`src/rtl/multicycle_ctrl_v2.sv`:
```
// Multi-cycle control FSM for the 16-bit CR16-style core: fetch/decode/exec/mem/wb,
// conditional branches, JAL link, req/ack data memory with timeout, and a sticky trap state.
module multicycle_ctrl_v2 #(
  parameter int unsigned IW          = 16,
  parameter int unsigned MEM_TIMEOUT = 15,
  parameter int unsigned TO_W        = 4
) (
  input  logic          clock,
  input  logic          reset,
  input  logic [IW-1:0] instruction,
  input  logic [4:0]    psrFlags,
  input  logic          memAck,
  output logic          pcEn,
  output logic          pcIncOrSet,
  output logic          irEn,
  output logic          rfWe,
  output logic          pcRegSel,
  output logic          r2ImSel,
  output logic [1:0]    immTypeSel,
  output logic          psrEn,
  output logic          memReq,
  output logic          memWe,
  output logic [1:0]    wbSel,
  output logic          trap,
  output logic [1:0]    trapCause,
  output logic [2:0]    state
);

  typedef enum logic [2:0] {
    S_FETCH  = 3'b000,
    S_DECODE = 3'b001,
    S_EXEC   = 3'b010,
    S_MEM    = 3'b011,
    S_WB     = 3'b100,
    S_TRAP   = 3'b111
  } state_t;

  localparam bit             TO_ON   = (MEM_TIMEOUT != 0);
  localparam logic [TO_W-1:0] TO_LAST = TO_W'(MEM_TIMEOUT - 1);

  state_t          cur;
  logic [TO_W-1:0] to_cnt;
  logic [1:0]      cause_q;

  logic [3:0] opcode, ext, cond;
  logic       is_alu, is_cmp, use_imm, is_load, is_store, is_jcond, is_jal, is_bcond;
  logic       legal, cond_true, timeout_hit;
  logic [1:0] imm_sel;
  logic       unused_ok;

  assign opcode      = instruction[IW-1 -: 4];
  assign ext         = instruction[7:4];
  assign cond        = instruction[11:8];
  assign legal       = is_alu | is_load | is_store | is_jcond | is_jal | is_bcond;
  assign timeout_hit = TO_ON && (to_cnt == TO_LAST);
  assign unused_ok   = ^{instruction, psrFlags};

  // Instruction class decode; the IR is stable from EXEC through WB.
  always_comb begin
    is_alu   = 1'b0;
    is_cmp   = 1'b0;
    use_imm  = 1'b0;
    imm_sel  = 2'b00;
    is_load  = 1'b0;
    is_store = 1'b0;
    is_jcond = 1'b0;
    is_jal   = 1'b0;
    is_bcond = 1'b0;
    case (opcode)
      4'b0000: begin
        is_alu = 1'b1;
        is_cmp = (ext == 4'b1011);
      end
      4'b0001, 4'b0010, 4'b0011, 4'b1101: begin
        is_alu  = 1'b1;
        use_imm = 1'b1;
        imm_sel = 2'b10;
      end
      4'b0101, 4'b1001: begin
        is_alu  = 1'b1;
        use_imm = 1'b1;
        imm_sel = 2'b01;
      end
      4'b1011: begin
        is_alu  = 1'b1;
        is_cmp  = 1'b1;
        use_imm = 1'b1;
        imm_sel = 2'b01;
      end
      4'b1000, 4'b1111: begin
        is_alu  = 1'b1;
        use_imm = 1'b1;
      end
      4'b0100: begin
        case (ext)
          4'b0000: is_load  = 1'b1;
          4'b0100: is_store = 1'b1;
          4'b1100: is_jcond = 1'b1;
          4'b1000: is_jal   = 1'b1;
          default: ;
        endcase
      end
      4'b1100: is_bcond = 1'b1;
      default: ;
    endcase
  end

  // Branch condition against {N,Z,F,L,C}.
  always_comb begin
    cond_true = 1'b0;
    case (cond)
      4'b0000: cond_true = psrFlags[3];
      4'b0001: cond_true = ~psrFlags[3];
      4'b0010: cond_true = psrFlags[0];
      4'b0011: cond_true = ~psrFlags[0];
      4'b0100: cond_true = psrFlags[1];
      4'b0101: cond_true = ~psrFlags[1];
      4'b0110: cond_true = psrFlags[4];
      4'b0111: cond_true = ~psrFlags[4];
      4'b1100: cond_true = psrFlags[4] | psrFlags[3];
      4'b1101: cond_true = ~psrFlags[4] & ~psrFlags[3];
      4'b1110: cond_true = 1'b1;
      default: cond_true = 1'b0;
    endcase
  end

  // State, memory wait counter and trap cause.
  always_ff @(posedge clock or posedge reset) begin
    if (reset) begin
      cur     <= S_FETCH;
      to_cnt  <= '0;
      cause_q <= 2'b00;
    end else begin
      case (cur)
        S_FETCH:  cur <= S_DECODE;
        S_DECODE: cur <= S_EXEC;
        S_EXEC: begin
          to_cnt <= '0;
          if (!legal) begin
            cur     <= S_TRAP;
            cause_q <= 2'b01;
          end else if (is_cmp) begin
            cur <= S_FETCH;
          end else if (is_load || is_store) begin
            cur <= S_MEM;
          end else begin
            cur <= S_WB;
          end
        end
        S_MEM: begin
          if (memAck) begin
            cur    <= S_WB;
            to_cnt <= '0;
          end else if (timeout_hit) begin
            cur     <= S_TRAP;
            cause_q <= 2'b10;
            to_cnt  <= '0;
          end else begin
            to_cnt <= to_cnt + TO_W'(1);
          end
        end
        S_WB:    cur <= S_FETCH;
        S_TRAP:  cur <= S_TRAP;
        default: cur <= S_FETCH;
      endcase
    end
  end

  // Control outputs decoded from state and the held instruction.
  always_comb begin
    pcEn       = 1'b0;
    pcIncOrSet = 1'b0;
    irEn       = 1'b0;
    rfWe       = 1'b0;
    pcRegSel   = 1'b1;
    r2ImSel    = 1'b0;
    immTypeSel = 2'b00;
    psrEn      = 1'b0;
    memReq     = 1'b0;
    memWe      = 1'b0;
    wbSel      = 2'b00;
    trap       = 1'b0;
    case (cur)
      S_DECODE: irEn = 1'b1;
      S_EXEC: begin
        if (is_alu) begin
          psrEn      = 1'b1;
          r2ImSel    = use_imm;
          immTypeSel = imm_sel;
          pcEn       = is_cmp;
        end else if (is_jcond || is_jal || is_bcond) begin
          pcRegSel   = 1'b0;
          r2ImSel    = 1'b1;
          immTypeSel = is_bcond ? 2'b01 : 2'b11;
        end
      end
      S_MEM: begin
        memReq = 1'b1;
        memWe  = is_store;
      end
      S_WB: begin
        pcEn = 1'b1;
        if (is_jcond || is_bcond) begin
          pcIncOrSet = cond_true;
        end else if (is_jal) begin
          rfWe       = 1'b1;
          wbSel      = 2'b10;
          pcIncOrSet = 1'b1;
        end else if (is_load) begin
          rfWe  = 1'b1;
          wbSel = 2'b01;
        end else if (!is_store) begin
          rfWe = 1'b1;
        end
      end
      S_TRAP:  trap = 1'b1;
      default: ;
    endcase
  end

  assign state     = cur;
  assign trapCause = cause_q;

endmodule

```
`config.mk`:
```
export PLATFORM = sky130hd
export DESIGN_NAME = multicycle_ctrl_v2
export DESIGN_NICKNAME = d
export VERILOG_FILES = /design/src/rtl/multicycle_ctrl_v2.sv
export SDC_FILE = /design/constraint.sdc
export NUM_CORES = 1
export LEC_CHECK = 0
export ABC_AREA = 0
export CORE_ASPECT_RATIO = 1.1
export CORE_UTILIZATION = 30
export CTS_CLUSTER_DIAMETER = 80
export CTS_CLUSTER_SIZE = 30
export DETAILED_ROUTE_END_ITERATION = 12
export SLEW_MARGIN = 40
export SYNTH_ARGS = -nofsm -noshare
export SYNTH_HDL_FRONTEND = slang
export SYNTH_SLANG_ARGS = --single-unit
```
`constraint.sdc`:
```
create_clock -name clock -period 1.3 [get_ports clock]
set_input_delay 0.26 -clock clock [delete_from_list [all_inputs] [get_ports clock]]
set_output_delay 0.26 -clock clock [all_outputs]
set_load 0.05 [all_outputs]
```
==> results.cfg, run 1 <==
[clocking]
cts_tree = yes
clock_path_buffers = 2
cts_buffers = 3
cts_root_buffer = clkbuf_4
cts.sinks = 9
clk_latency_ns = 0.26
postCtsHoldBufs = 0
path_clk_slew_ns = 0.06
htree_levels = 1

[final_layout]
fin_util_pct = 77.7
diodes = 0
syn_to_final_growth_pct = 146
layout-drive-gt1-share_pct = 66.0
final_cells = 230
multiInputGateArea_um2 = 890
filler_cell_count = 196
seqCellArea_um2 = 229
final_nets = 224

[placed_design]
placed_cells = 217
dp_slack_ns = -0.888
dpl.hpwl_um = 2370
gp_congestion = 0.882
port_buffers = 37

[hold_path]
hold_class = input port to asynchronous set/reset pin

[floorplanning]
die-area_um2 = 3150
fp.dieH_um = 58.8
std_cell_rows = 20
core-area_um2 = 2780
boundaryPins = 43
start_util_pct = 31.6
die_w_um = 53.6

[sta]
fmax_ghz = 0.575
rsz0062_at_grt = yes
finalCriticalPeriod_ns = 1.74
hold_viol = 0
fin_worst_skew_ns = 0.00816
setup_ws_ns = -0.441
final-max-slew-violation-count = 0
hold_ws_ns = 0.252
tns_ns = -6.30
tightest_slew_ns = 0.365
slew-limit-headroom_pct = 75.6
finalCritPeriodShare_pct = 134
final-setup-viol-count = 24

[worst_setup_path]
path_buf_inv = 1
worstSetupPathType = register to output pin
arrival_ns = 1.48
cp_top_family = flip-flops
crit_slowest_cell = dfrtp_2
startpoint_type = register
required_ns = 1.04
max_stage_delay_ns = 0.46
rr_startpoint = state[1]
worstSetupEndpointType = output pin
cp_max_fo = 7
crit_start = state[2]
cp_cell_sequence = nand2b_4 -> nor2_4 -> o211a_4 -> a31o_4 -> buf_12

[power]
p_per_area_nw_per_um2 = 1520
p_leak_nw = 0.976
ir_worst_vdd_v = 0.000988

[outcome]
violations = setup timing
status = finished with violations

[logic_synthesis]
netlist.area_leader.share_pct = 25.6
synth_seq_cells = 9
ys_types = 40
synth_edf_count = 0
synthCells = 108
synth.avg_cell_area_um2 = 8.13
async_flop_share_pct = 100
seq_area_frac_synth_pct = 25.6
synth_area_leader_cell = dfrtp_1
ys_warn_count = 0
syn_area_um2 = 878
synth_flop_cell = dfrtp_1
synthTopCellsByArea = dfrtp_1 26%, nand3_1 4.6%, nand2_1 4.3%
syn_nets = 134
yosys-top-cells-count = 10 x nand2_1, 9 x dfrtp_1, 9 x inv_1, 8 x nand3_1, 7 x nor2_1
yosysMostFrequentCell = nand2_1

[detailed_routing]
vias_per_cell = 5.10
drc_errors = 0
dr.first_iter.drc_count = 23
drt_wl_total_um = 3220
drtPass1Iterations = 4
ant_nets = 0
wl_per_cell_um = 14.0
num_vias = 1173

[global_routing]
grt.overflow.total = 0
antenna_found_initial = 0
grt_usage_pct = 23.0
grt_pass1_vias = 1158
grt_pass1_wl_um = 5250
grt_max_degree = 10

[job]
max_cap_viol_count = 0
[registers in the layout, summed over array words and instances, names as in the netlist]
name	cells
state	3
trapCause	2
to_cnt	4
[cells in the final DEF, fill, tap and decap left out, types with 3 or more instances in the layout]
master	Yosys	routed
buf_4	1	40
buf_12	0	17
buf_6	0	15
nand2_1	10	8
inv_1	9	8
buf_2	3	8
dfrtp_1	9	6
nand3_1	8	5
o21ai_1	4	5
nor3b_4	0	4
nor2_1	7	4
nand2b_4	0	3
nor2_4	0	3
o21a_1	4	3
clkbuf_4	0	3
clkdlybuf4s50_1	0	3
dfrtp_2	0	3
[power by group]
part	internal (W)	total, W	switching [W]
combinational	0.00136	0.00256	0.00120
clock	0.000118	0.000217	0.0000992
sequential	0.000364	0.000496	0.000132
[logic make-up after synthesis]
kind of cell,after synthesis,share of synthesized area [%]
and+or+nand+nor,48,31.5
AOI/OAI and AO/OA,33,31.1
buffers and inverters,14,6.84
DFF,9,25.6
adders and majority gates,2,2.85
xor gates and xnor gates,1,0.997
muxes,1,1.14
[repair_timing]
| item | in CTS | in global routing |
|---|---|---|
| buffers inserted | 8 | 2 |
| pin swaps | 21 | 6 |
| endpoints found under the setup margin | 21 | 26 |
| resized for setup | 79 | 10 |
[final timing paths]
path                                  end  slack (ns)  depth (start not counted)
worst max-delay path                 pcEn       -0.44                          5
worst min-delay path            to_cnt[2]        0.25                          2
worst max register to register  to_cnt[2]       -0.15                          6
worst min register to register  to_cnt[3]        0.55                          2
max in group asynchronous        state[1]        0.76                          2
min in group clock              to_cnt[3]        0.55                          2
[routing by layer]
layer	track usage [%]	routed length, um	vias to the layer above
met4	6.77	0	0
li1	-	-	580
met5	0	0	-
met1	26.4	1310	565
met2	42.7	1810	28
met3	3.36	98	0
[layout make-up]
| class | count | area share (%) |
|---|---|---|
| flip-flops and latches | 9 | 10.6 |
| multi-input cells | 85 | 41.2 |
| well taps | 33 | 1.91 |
| clock buffers | 4 | 1.22 |
| inverters | 10 | 1.74 |
| repair buffers | 89 | 43.3 |
[per-stage QoR]
step	cell area [um^2]	total power [W]
6_report	2160	0.00328
4_1_cts	2120	0.00320
2_1_floorplan	1040	0.00157
5_1_grt	2160	0.00347
3_3_place_gp	1910	0.00262
3_5_place_dp	1910	0.00264
No activity file was read; power rests on OpenSTA's default activity.
==> run 2: changes to the inputs <==
--- a/config.mk
+++ b/config.mk
@@ -7,10 +7,12 @@
 export LEC_CHECK = 0
 export ABC_AREA = 0
 export CORE_ASPECT_RATIO = 1.1
+export CORE_MARGIN = 2
 export CORE_UTILIZATION = 30
 export CTS_CLUSTER_DIAMETER = 80
 export CTS_CLUSTER_SIZE = 30
 export DETAILED_ROUTE_END_ITERATION = 12
+export RECOVER_POWER = 50
 export SLEW_MARGIN = 40
 export SYNTH_ARGS = -nofsm -noshare
 export SYNTH_HDL_FRONTEND = slang
==> results.cfg, run 2 (synthesis results as in run 1) <==
[detailed_routing]
ant_nets = 0
drtPass1Iterations = 4
drt_wl_total_um = 3730
wl_per_cell_um = 16.0
vias_per_cell = 5.30
dr.first_iter.drc_count = 41
num_vias = 1234
drc_errors = 0

[sta]
final-max-slew-violation-count = 0
fin_worst_skew_ns = 0.00179
rsz0062_at_grt = yes
hold_ws_ns = 0.411
final-setup-viol-count = 24
slew-limit-headroom_pct = 75.5
tightest_slew_ns = 0.367
hold_viol = 0
finalCritPeriodShare_pct = 137
setup_ws_ns = -0.481
finalCriticalPeriod_ns = 1.78
fmax_ghz = 0.562

[clocking]
htree_levels = 1
clock_path_buffers = 2
cts_tree = yes
cts_root_buffer = clkbuf_4
path_clk_slew_ns = 0.06
cts_buffers = 3
cts.sinks = 9
clk_latency_ns = 0.28

[placed_design]
dpl.hpwl_um = 2480
gp_congestion = 0.833
dp_slack_ns = -0.869
placed_area_um2 = 1890
placed_cells = 214
port_buffers = 37

[final_layout]
final_cell_mix = 31 x buf_4, 25 x buf_6, 18 x buf_12
final_cells = 233
fin_util_pct = 82.8
layout-drive-gt1-share_pct = 67.0
layout_commonest_cell = buf_4
fin_area_um2 = 2300
final_nets = 227
largest_register_ffs = 4
diodes = 0
syn_to_final_growth_pct = 162
filler_cell_count = 166
top_register = to_cnt

[floorplanning]
start_util_pct = 31.6
die_w_um = 55.6
boundaryPins = 43
die-area_um2 = 3380
core-area_um2 = 2780
fp.dieH_um = 60.8
std_cell_rows = 20

[outcome]
violations = setup timing
status = finished with violations

[global_routing]
grt_pass1_vias = 1362
grt_pass1_wl_um = 6090
grt_usage_pct = 23.1
grt.overflow.total = 0
grt_max_degree = 10
antenna_found_initial = 0

[hold_path]
hold_class = input port to asynchronous set/reset pin

[worst_setup_path]
cp_max_fo = 2
cp_cell_sequence = dlygate4sd2_1 -> a2111oi_4 -> a311oi_2 -> o311a_4 -> buf_12
cp_top_family = compound AO/OA/AOI/OAI gates
rr_startpoint = state[2]
startpoint_type = input port
max_stage_delay_ns = 0.38
regToRegSetupSlack_ns = -0.30
rr_worst_depth = 7
arrival_ns = 1.52
required_ns = 1.04
path_buf_inv = 2
reg2reg_to = to_cnt[2]
worstSetupEndpointType = output pin
crit_slowest_cell = o311a_4
worstSetupPathType = input port to output pin

[power]
p_leak_nw = 1.02
ir_worst_vdd_v = 0.00107
p_per_area_nw_per_um2 = 1560

[job]
max_cap_viol_count = 0
run 2: cell types whose count changed in the layout (fill, tap and decap cells not counted), moves of 3 or more:
cell     delta
buf_2       -5
buf_4       -9
buf_6      +10
o21ai_1     -3
o21ai_2     +3
run 2: cell type report:
cell class / count / area, um^2 / area share (%)
timing repair buffer: 92 / 1040 / 45.4
multi-input combinational: 85 / 922 / 40.1
clock buffer: 4 / 26.3 / 1.14
inverter: 10 / 37.5 / 1.63
sequential: 9 / 229 / 9.96
tap: 33 / 41.3 / 1.80
run 2: worst max-delay path by stage:
stage / endpoint / startpoint / cells past startpoint
floorplan: wbSel[0] / state[1] / 4
CTS: pcIncOrSet / state[1] / 4
global route: pcIncOrSet / instruction[11] / 6
detailed placement: pcIncOrSet / psrFlags[3] / 6
finish: pcIncOrSet / psrFlags[1] / 5
global placement: pcIncOrSet / psrFlags[3] / 6
run 2: timing repair:
action                                  CTS  global route
pin swaps                                21            10
setup buffers                            13             7
resized for setup                        89            15
endpoints found under the setup margin   24            26
hold buffers                              0             0
gates cloned                              0             0
run 2: metrics by stage:
step	TNS [ns]	power [W]
after detailed placement	-11.58	0.00261
after global routing	-8.13	0.00375
after floorplan	-6.05	0.00157
final	-7.14	0.00358
after global placement	-11.30	0.00258
after CTS	-6.79	0.00337
run 2: power by group:
part | internal [W] | switching (W) | total (W) | leakage [nW]
Combinational | 0.00154 | 0.00133 | 0.00287 | 0.896
Sequential | 0.000364 | 0.000117 | 0.000482 | 0.112
Clock | 0.000119 | 0.000115 | 0.000234 | 0.0150
Total | 0.00202 | 0.00156 | 0.00358 | 1.02
run 2: routing by layer:
layer | share of wire [%] | vias to the layer above | global-route usage [%] | routed length (um)
met5 | 0 | - | 0 | 0
met4 | 3.1 | 0 | 12.2 | 114
met3 | 3.2 | 11 | 2.35 | 118
met2 | 55 | 36 | 45.2 | 2060
met1 | 39 | 606 | 25.0 | 1440
li1 | - | 581 | - | -
